--- src/rtl/map_region_writer.sv ---
// map_region_writer: fills a clipped rectangle of the map memory with a constant word
module map_region_writer #(
    parameter int MAP_W = 70,
    parameter int MAP_H = 50,
    parameter int AW    = 12,
    parameter int DW    = 8
) (
    input  logic          clk,
    input  logic          reset_n,
    input  logic          start,
    input  logic [6:0]    x0,
    input  logic [5:0]    y0,
    input  logic [6:0]    w,
    input  logic [5:0]    h,
    input  logic [DW-1:0] value,
    input  logic          wr_allow,
    output logic          busy,
    output logic          done,
    output logic          we,
    output logic [AW-1:0] waddr,
    output logic [DW-1:0] wdata
);
    typedef enum logic [1:0] {IDLE, CLIP, RUN, DONE} state_t;

    state_t        state;
    logic [6:0]    x0_q, w_q, col;
    logic [5:0]    y0_q, h_q, row;
    logic [DW-1:0] value_q;
    logic [7:0]    x_end, y_end, x_sum, y_sum;
    logic [AW-1:0] row_base;
    logic          empty, col_last, row_last;

    // Region bounds widened to 8 bits so x0+w and y0+h cannot wrap; end-of-row/region flags
    always_comb begin
        x_sum    = {1'b0, x0_q} + {1'b0, w_q};
        y_sum    = {2'b0, y0_q} + {2'b0, h_q};
        empty    = ({1'b0, x0_q} >= 8'(MAP_W)) || ({2'b0, y0_q} >= 8'(MAP_H)) || (w_q == 7'd0) || (h_q == 6'd0);
        col_last = {1'b0, col} == x_end - 8'd1;
        row_last = {2'b0, row} == y_end - 8'd1;
    end

    // Control FSM: latch request, clip once, then walk the region row-major one write per permitted edge
    always_ff @(posedge clk) begin
        if (!reset_n) begin
            state <= IDLE;
            busy  <= 1'b0;
            done  <= 1'b0;
            we    <= 1'b0;
            waddr <= '0;
            wdata <= '0;
        end else begin
            we   <= 1'b0;
            done <= 1'b0;
            case (state)
                IDLE: if (start) begin
                    x0_q    <= x0;
                    y0_q    <= y0;
                    w_q     <= w;
                    h_q     <= h;
                    value_q <= value;
                    busy    <= 1'b1;
                    state   <= CLIP;
                end
                CLIP: begin
                    x_end    <= (x_sum > 8'(MAP_W)) ? 8'(MAP_W) : x_sum;
                    y_end    <= (y_sum > 8'(MAP_H)) ? 8'(MAP_H) : y_sum;
                    col      <= x0_q;
                    row      <= y0_q;
                    row_base <= AW'(y0_q) * AW'(MAP_W);
                    state    <= empty ? DONE : RUN;
                end
                RUN: if (wr_allow) begin
                    we    <= 1'b1;
                    waddr <= row_base + AW'(col);
                    wdata <= value_q;
                    if (col_last) begin
                        col      <= x0_q;
                        row      <= row + 6'd1;
                        row_base <= row_base + AW'(MAP_W);
                        if (row_last) state <= DONE;
                    end else begin
                        col <= col + 7'd1;
                    end
                end
                DONE: begin
                    done  <= 1'b1;
                    busy  <= 1'b0;
                    state <= IDLE;
                end
                default: state <= IDLE;
            endcase
        end
    end
endmodule

--- config.mk ---
export PLATFORM = sky130hd
export DESIGN_NAME = map_region_writer
export DESIGN_NICKNAME = d
export VERILOG_FILES = /design/src/rtl/map_region_writer.sv
export SDC_FILE = /design/constraint.sdc
export NUM_CORES = 1
export LEC_CHECK = 0
export CAP_MARGIN = 20
export CORE_UTILIZATION = 50
export CTS_CLUSTER_SIZE = 28
export DETAILED_ROUTE_END_ITERATION = 7
export GPL_ROUTABILITY_DRIVEN = 0
export PLACE_DENSITY_LB_ADDON = 0.08
export SLEW_MARGIN = 20
export SYNTH_ARGS = -nofsm -noshare
export SYNTH_HDL_FRONTEND = slang
export SYNTH_SLANG_ARGS = --single-unit
--- constraint.sdc ---
create_clock -name clk -period 4.2 [get_ports clk]
set_input_delay 0.84 -clock clk [delete_from_list [all_inputs] [get_ports clk]]
set_output_delay 0.84 -clock clk [all_outputs]
set_load 0.05 [all_outputs]
==> results.py, run 1 <==
metrics = {
    "placement": {
        "dp_hpwl_mm": 8.741,
        "dp_cells": 716,
        "numPortBuffers": 60,
    },
    "critical_path": {
        "start_kind": "register",
        "path_class": "register to register",
        "crit_path_end_kind": "register",
        "cp.required_ns": 4.18,
        "crit_fanout": 17,
        "arrival_ns": 3.41,
    },
    "drt": {
        "wl_per_cell_um": 15.71,
        "wirelength_mm": 11.50,
        "drt-initial-drc-count": 218,
        "postRouteAntennaNets": 0,
        "via_count": 4007,
        "drcViolationCount": 0,
        "vias_per_cell": 5.474,
        "dr.pass1.iters": 4,
    },
    "clock_tree": {
        "clock_path_buffers": 2,
        "hold_buffers": 0,
        "post_cts_resized": 0,
        "cts_setup_buffers": 0,
        "cts_tree": "done",
        "h-tree-depth": 3,
        "cts_root_buf": "clkbuf_16",
        "clk_latency_ns": 0.35,
        "cts.clk_slew.worst_paths_ns": 0.06,
        "numCtsBuffers": 9,
        "clock-sinks": 98,
    },
    "grt": {
        "first_global_vias": 3950,
        "grt_pass1_wl_mm": 18.71,
        "grt-ovfl-total": 0,
        "track_usage_pct": 20.97,
        "grt_max_degree": 37,
        "antenna_found_initial": 0,
    },
    "floorplan": {
        "num_rows": 38,
        "dieArea_um2": 11820,
        "die_h_um": 108.7,
        "core_area_um2": 10980,
        "start_util_pct": 51.87,
        "fp.dieW_um": 108.7,
        "io_pins": 61,
    },
    "sta": {
        "slew-limit-headroom_pct": 51.22,
        "max_freq_mhz": 292.2,
        "drv_slew": 0,
        "finalCriticalPeriod_ns": 3.422,
        "skew_ns": 0.004545,
        "rsz0062_at_grt": "no",
        "finalSetupViolCount": 0,
        "fin_tns_setup_ns": 0,
        "worst_pin_slew_ns": 0.7317,
        "fin_crit_sh_pct": 81.48,
        "finalHoldViolCount": 0,
    },
    "synthesis": {
        "synth_top_flop_cell": "edfxtp_1",
        "syn_inst": 521,
        "ys_types": 61,
        "ys_seq_elements": 98,
        "async_flop_share_pct": 0,
        "netlist_area_um2": 5697,
        "synth-edff-count": 73,
        "ys_warn_count": 0,
        "synth.largest_area_cell": "edfxtp_1",
        "synth_seq_area_share_pct": 47.27,
        "yosysTopAreaCellShare_pct": 38.48,
        "synth_area_leaders": "edfxtp_1 (38%), ha_1 (11%), dfxtp_1 (8.8%)",
        "syn-mean-instance-area_um2": 10.93,
    },
    "finish": {
        "fillCellCount": 924,
        "final_cell_mix": "edfxtp_1 (73), clkdlybuf4s50_1 (60), nand2_1 (51)",
        "fin_nets": 679,
        "area_growth_pct": 18.30,
        "drive_gt1_share_pct": 5.743,
        "n_antenna_cell": 0,
        "fin_cells": 732,
        "final_common_cell": "edfxtp_1",
    },
    "run": {
        "cap_violations": 0,
    },
    "power": {
        "p_leak_nw": 2.593,
        "power.density_nw_per_um2": 528.9,
        "vdd_drop_max_v": 0.0002736,
    },
    "run_status": {
        "status": "finished clean",
    },
    "min_path": {
        "min_path_type": "register to register",
    },
}
## path summary, 6_finish.rpt
path | from | slack [ns] | cells past startpoint | endpoint
setup reg to reg | x_end[0]$_SDFFCE_PN0P_ | 0.78 | 8 | row[4]$_DFFE_PP_
hold reg to reg | wdata[0]$_SDFFE_PN0P_ | 0.46 | 2 | wdata[0]$_SDFFE_PN0P_
setup / recovery | x_end[0]$_SDFFCE_PN0P_ | 0.78 | 8 | row[4]$_DFFE_PP_
hold / removal | wdata[0]$_SDFFE_PN0P_ | 0.46 | 2 | wdata[0]$_SDFFE_PN0P_
## kinds of logic (layout without fill, tap and decap cells)
family,after synthesis,count (layout),synth area share [%]
XOR/XNOR,48,48,7.380
buffers and inverters,51,121,3.668
flip-flops,98,98,47.27
AO/OA/AOI/OAI,121,121,14.69
AND/OR/NAND/NOR,134,134,11.82
multiplexers,14,14,2.592
adder cells (fa/ha/maj),54,54,12.52
other,1,2,0.06583
## cell usage after synthesis, drive strengths merged (3+ instances only)
master,count
a211oi,8
a21boi,15
a21o,7
a21oi,22
and2,6
and3,6
clkbuf,9
dfxtp,25
edfxtp,73
fa,5
ha,49
inv,40
mux2,6
mux2i,8
nand2,52
nand2b,3
nand3,9
nor2,22
nor2b,7
nor3,8
o2111a,3
o211ai,4
o21a,5
o21ai,29
o31ai,9
or2b,3
or4,7
xnor2,35
xor2,13
## state kept, by name, indices dropped and copies added (netlist names), 2 cells and up
register / count
col: 7
h_q: 6
row: 6
row_base: 11
state: 2
value_q: 8
w_q: 7
waddr: 12
wdata: 8
x0_q: 7
x_end: 8
y0_q: 6
y_end: 7
## final cells by class
cell class                      instances  area (µm²)  area share [%]
Multi-Input combinational cell        373        2799           41.53
Sequential cell                        98        2693           39.96
Timing Repair Buffer                   65       638.1           9.469
Clock buffer                           13       270.3           4.010
Tap cell                              140       175.2           2.599
Inverter                               40       150.1           2.228
Clock inverter                          3       13.76          0.2042
## metal layers
metal | GRT usage (%) | wire length [µm] | vias up
met5 | 0 | 0 | -
met4 | 7.625 | 209 | 0
met3 | 4.363 | 479 | 18
met2 | 35.67 | 5497 | 83
met1 | 26.27 | 5316 | 1888
li1 | - | - | 2018
## metrics by stage
stage / hold WS [ns] / worst slack (ns) / cell area (µm²) / utilization (%) / power (mW)
2_1_floorplan: 0.4709 / 1.088 / 5700 / - / 2.422
3_3_place_gp: 0.4512 / 0.8729 / 6455 / 58.77 / 2.749
3_5_place_dp: 0.4565 / 0.7772 / 6455 / 58.77 / 2.789
4_1_cts: 0.4648 / 0.7736 / 6739 / 61.36 / 3.590
5_1_grt: 0.4888 / 0.5159 / 6739 / 61.36 / 3.791
6_report: 0.4644 / 0.7780 / 6739 / 61.36 / 3.564
## worst max-delay path: stages (launching register included)
cell and delay (ns):
edfxtp_1 0.43, inv_1 0.09, ha_1 0.21, or3b_4 0.41
or4_4 0.50, a2111oi_4 0.34, nand4_1 0.19, nand2_2 0.23
and2_1 0.64
## power breakdown
group          switching [mW]  internal (mW)
registers               0.179           1.29
logic                   0.739          0.567
clock network           0.346          0.446
total                    1.26           2.30
No activity file was read; power rests on OpenSTA's default activity.
==> inputs of run 2 (changes only) <==
==> constraint.sdc (replaced) <==
create_clock -name clk -period 3 [get_ports clk]
set_input_delay 0.6 -clock clk [delete_from_list [all_inputs] [get_ports clk]]
set_output_delay 0.6 -clock clk [all_outputs]
set_load 0.05 [all_outputs]
==> results.py, run 2 (synthesized netlist as in run 1, its figures left out) <==
metrics = {
    "run_status": {
        "status": "finished clean",
    },
    "drt": {
        "drcViolationCount": 0,
        "via_count": 4031,
        "postRouteAntennaNets": 0,
        "drt-initial-drc-count": 226,
        "wl_per_cell_um": 15.25,
        "wirelength_mm": 11.44,
        "dr.pass1.iters": 4,
        "vias_per_cell": 5.375,
    },
    "finish": {
        "n_antenna_cell": 0,
        "final_cell_mix": "edfxtp_1 (73), clkdlybuf4s50_1 (60), nand2_1 (51)",
        "largest_reg_flops": 12,
        "fin_nets": 697,
        "area_growth_pct": 20.78,
        "fin_cells": 750,
        "fillCellCount": 905,
        "top_regs": "waddr: 12 flops, row_base: 11 flops",
        "design_area_um2": 6880,
        "drive_gt1_share_pct": 8.033,
        "largest_register": "waddr",
        "final_common_cell": "edfxtp_1",
    },
    "clock_tree": {
        "clock-sinks": 98,
        "cts_root_buf": "clkbuf_16",
        "hold_buffers": 0,
        "clock_path_buffers": 2,
        "clk_latency_ns": 0.35,
        "h-tree-depth": 3,
        "numCtsBuffers": 9,
        "cts_tree": "done",
        "cts.clk_slew.worst_paths_ns": 0.06,
    },
    "floorplan": {
        "fp.dieW_um": 108.7,
        "num_rows": 38,
        "core_area_um2": 10980,
        "dieArea_um2": 11820,
        "start_util_pct": 51.87,
        "die_h_um": 108.7,
        "io_pins": 61,
    },
    "sta": {
        "worst_hold_slack_ns": 0.4623,
        "slew-limit-headroom_pct": 55.43,
        "finalCriticalPeriod_ns": 2.895,
        "worst_pin_slew_ns": 0.6678,
        "max_freq_mhz": 345.4,
        "fin_tns_setup_ns": 0,
        "drv_slew": 0,
        "rsz0062_at_grt": "yes",
        "fin_crit_sh_pct": 96.51,
        "finalHoldViolCount": 0,
        "skew_ns": 0.006048,
        "setup_ws_ns": 0.1046,
        "finalSetupViolCount": 0,
    },
    "critical_path": {
        "path_class": "register to register",
        "cp.required_ns": 3.06,
        "crit_fanout": 8,
        "crit_path_end_kind": "register",
        "arrival_ns": 2.96,
        "start_kind": "register",
    },
    "placement": {
        "dp_cells": 723,
        "numPortBuffers": 60,
        "place_worst_setup_slack_ns": 0.07103,
        "placed_cell_area_um2": 6521,
        "dp_hpwl_mm": 8.673,
    },
    "grt": {
        "grt_max_degree": 27,
        "track_usage_pct": 20.45,
        "grt_pass1_wl_mm": 18.20,
        "grt-ovfl-total": 0,
        "antenna_found_initial": 0,
        "first_global_vias": 3904,
    },
    "power": {
        "p_leak_nw": 2.671,
        "vdd_drop_max_v": 0.0003790,
        "power.density_nw_per_um2": 725.3,
    },
    "min_path": {
        "min_path_type": "register to register",
    },
    "run": {
        "cap_violations": 0,
    },
}
## run 2: area by class of cell
cell class                 instances  area [µm²]  area share [%]
inverter                          40       150.1           2.182
clock buffer                      15       247.7           3.601
timing repair buffer              83       803.3           11.67
multi-input combinational        373        2806           40.79
tap                              140       175.2           2.546
sequential                        98        2693           39.13
clock inverter                     1       5.005         0.07274
## run 2: power breakdown
| group | internal [mW] | leakage, nW | switching [mW] | total [mW] |
|---|---|---|---|---|
| Clock | 0.563 | 0.122 | 0.465 | 1.03 |
| Sequential | 1.80 | 0.873 | 0.238 | 2.04 |
| Combinational | 0.865 | 1.68 | 1.06 | 1.92 |
## run 2: layer usage
| metal | vias up | wire, µm | GRT usage, % |
|---|---|---|---|
| met5 | - | 0 | 0 |
| met4 | 0 | 174 | 8.301 |
| met3 | 11 | 421 | 3.407 |
| met2 | 86 | 5330 | 34.72 |
| met1 | 1875 | 5509 | 25.87 |
| li1 | 2059 | - | - |
## run 2: path summary, 6_finish.rpt
path / start / to / slack, ns / cells past startpoint
max: x_end[0]$_SDFFCE_PN0P_ / row_base[1]$_DFFE_PP_ / 0.10 / 9
min: wdata[7]$_SDFFE_PN0P_ / wdata[7]$_SDFFE_PN0P_ / 0.46 / 2
max reg2reg: x_end[0]$_SDFFCE_PN0P_ / row_base[1]$_DFFE_PP_ / 0.10 / 9
min reg2reg: wdata[7]$_SDFFE_PN0P_ / wdata[7]$_SDFFE_PN0P_ / 0.46 / 2
## run 2: critical path: stages (launching register included)
cell and delay [ns]:
edfxtp_1 0.38, inv_1 0.08, ha_1 0.17, or3b_4 0.39
or4_4 0.50, a2111oi_4 0.30, nand4_1 0.23, nand2_4 0.18
and2_4 0.20, clkbuf_16 0.16
## run 2: timing repair
item                                    CTS  global route
endpoints found under the setup margin    0            22
gates resized for setup                   0             3
setup buffers                             0            10
## run 2: through the flow
step / power, mW / utilization, %
global placement: 3.881 / 59.38
detailed placement: 3.926 / 59.38
finish: 4.990 / 62.65
global route: 5.308 / 62.65
floorplan: 3.391 / -
CTS: 4.972 / 61.68
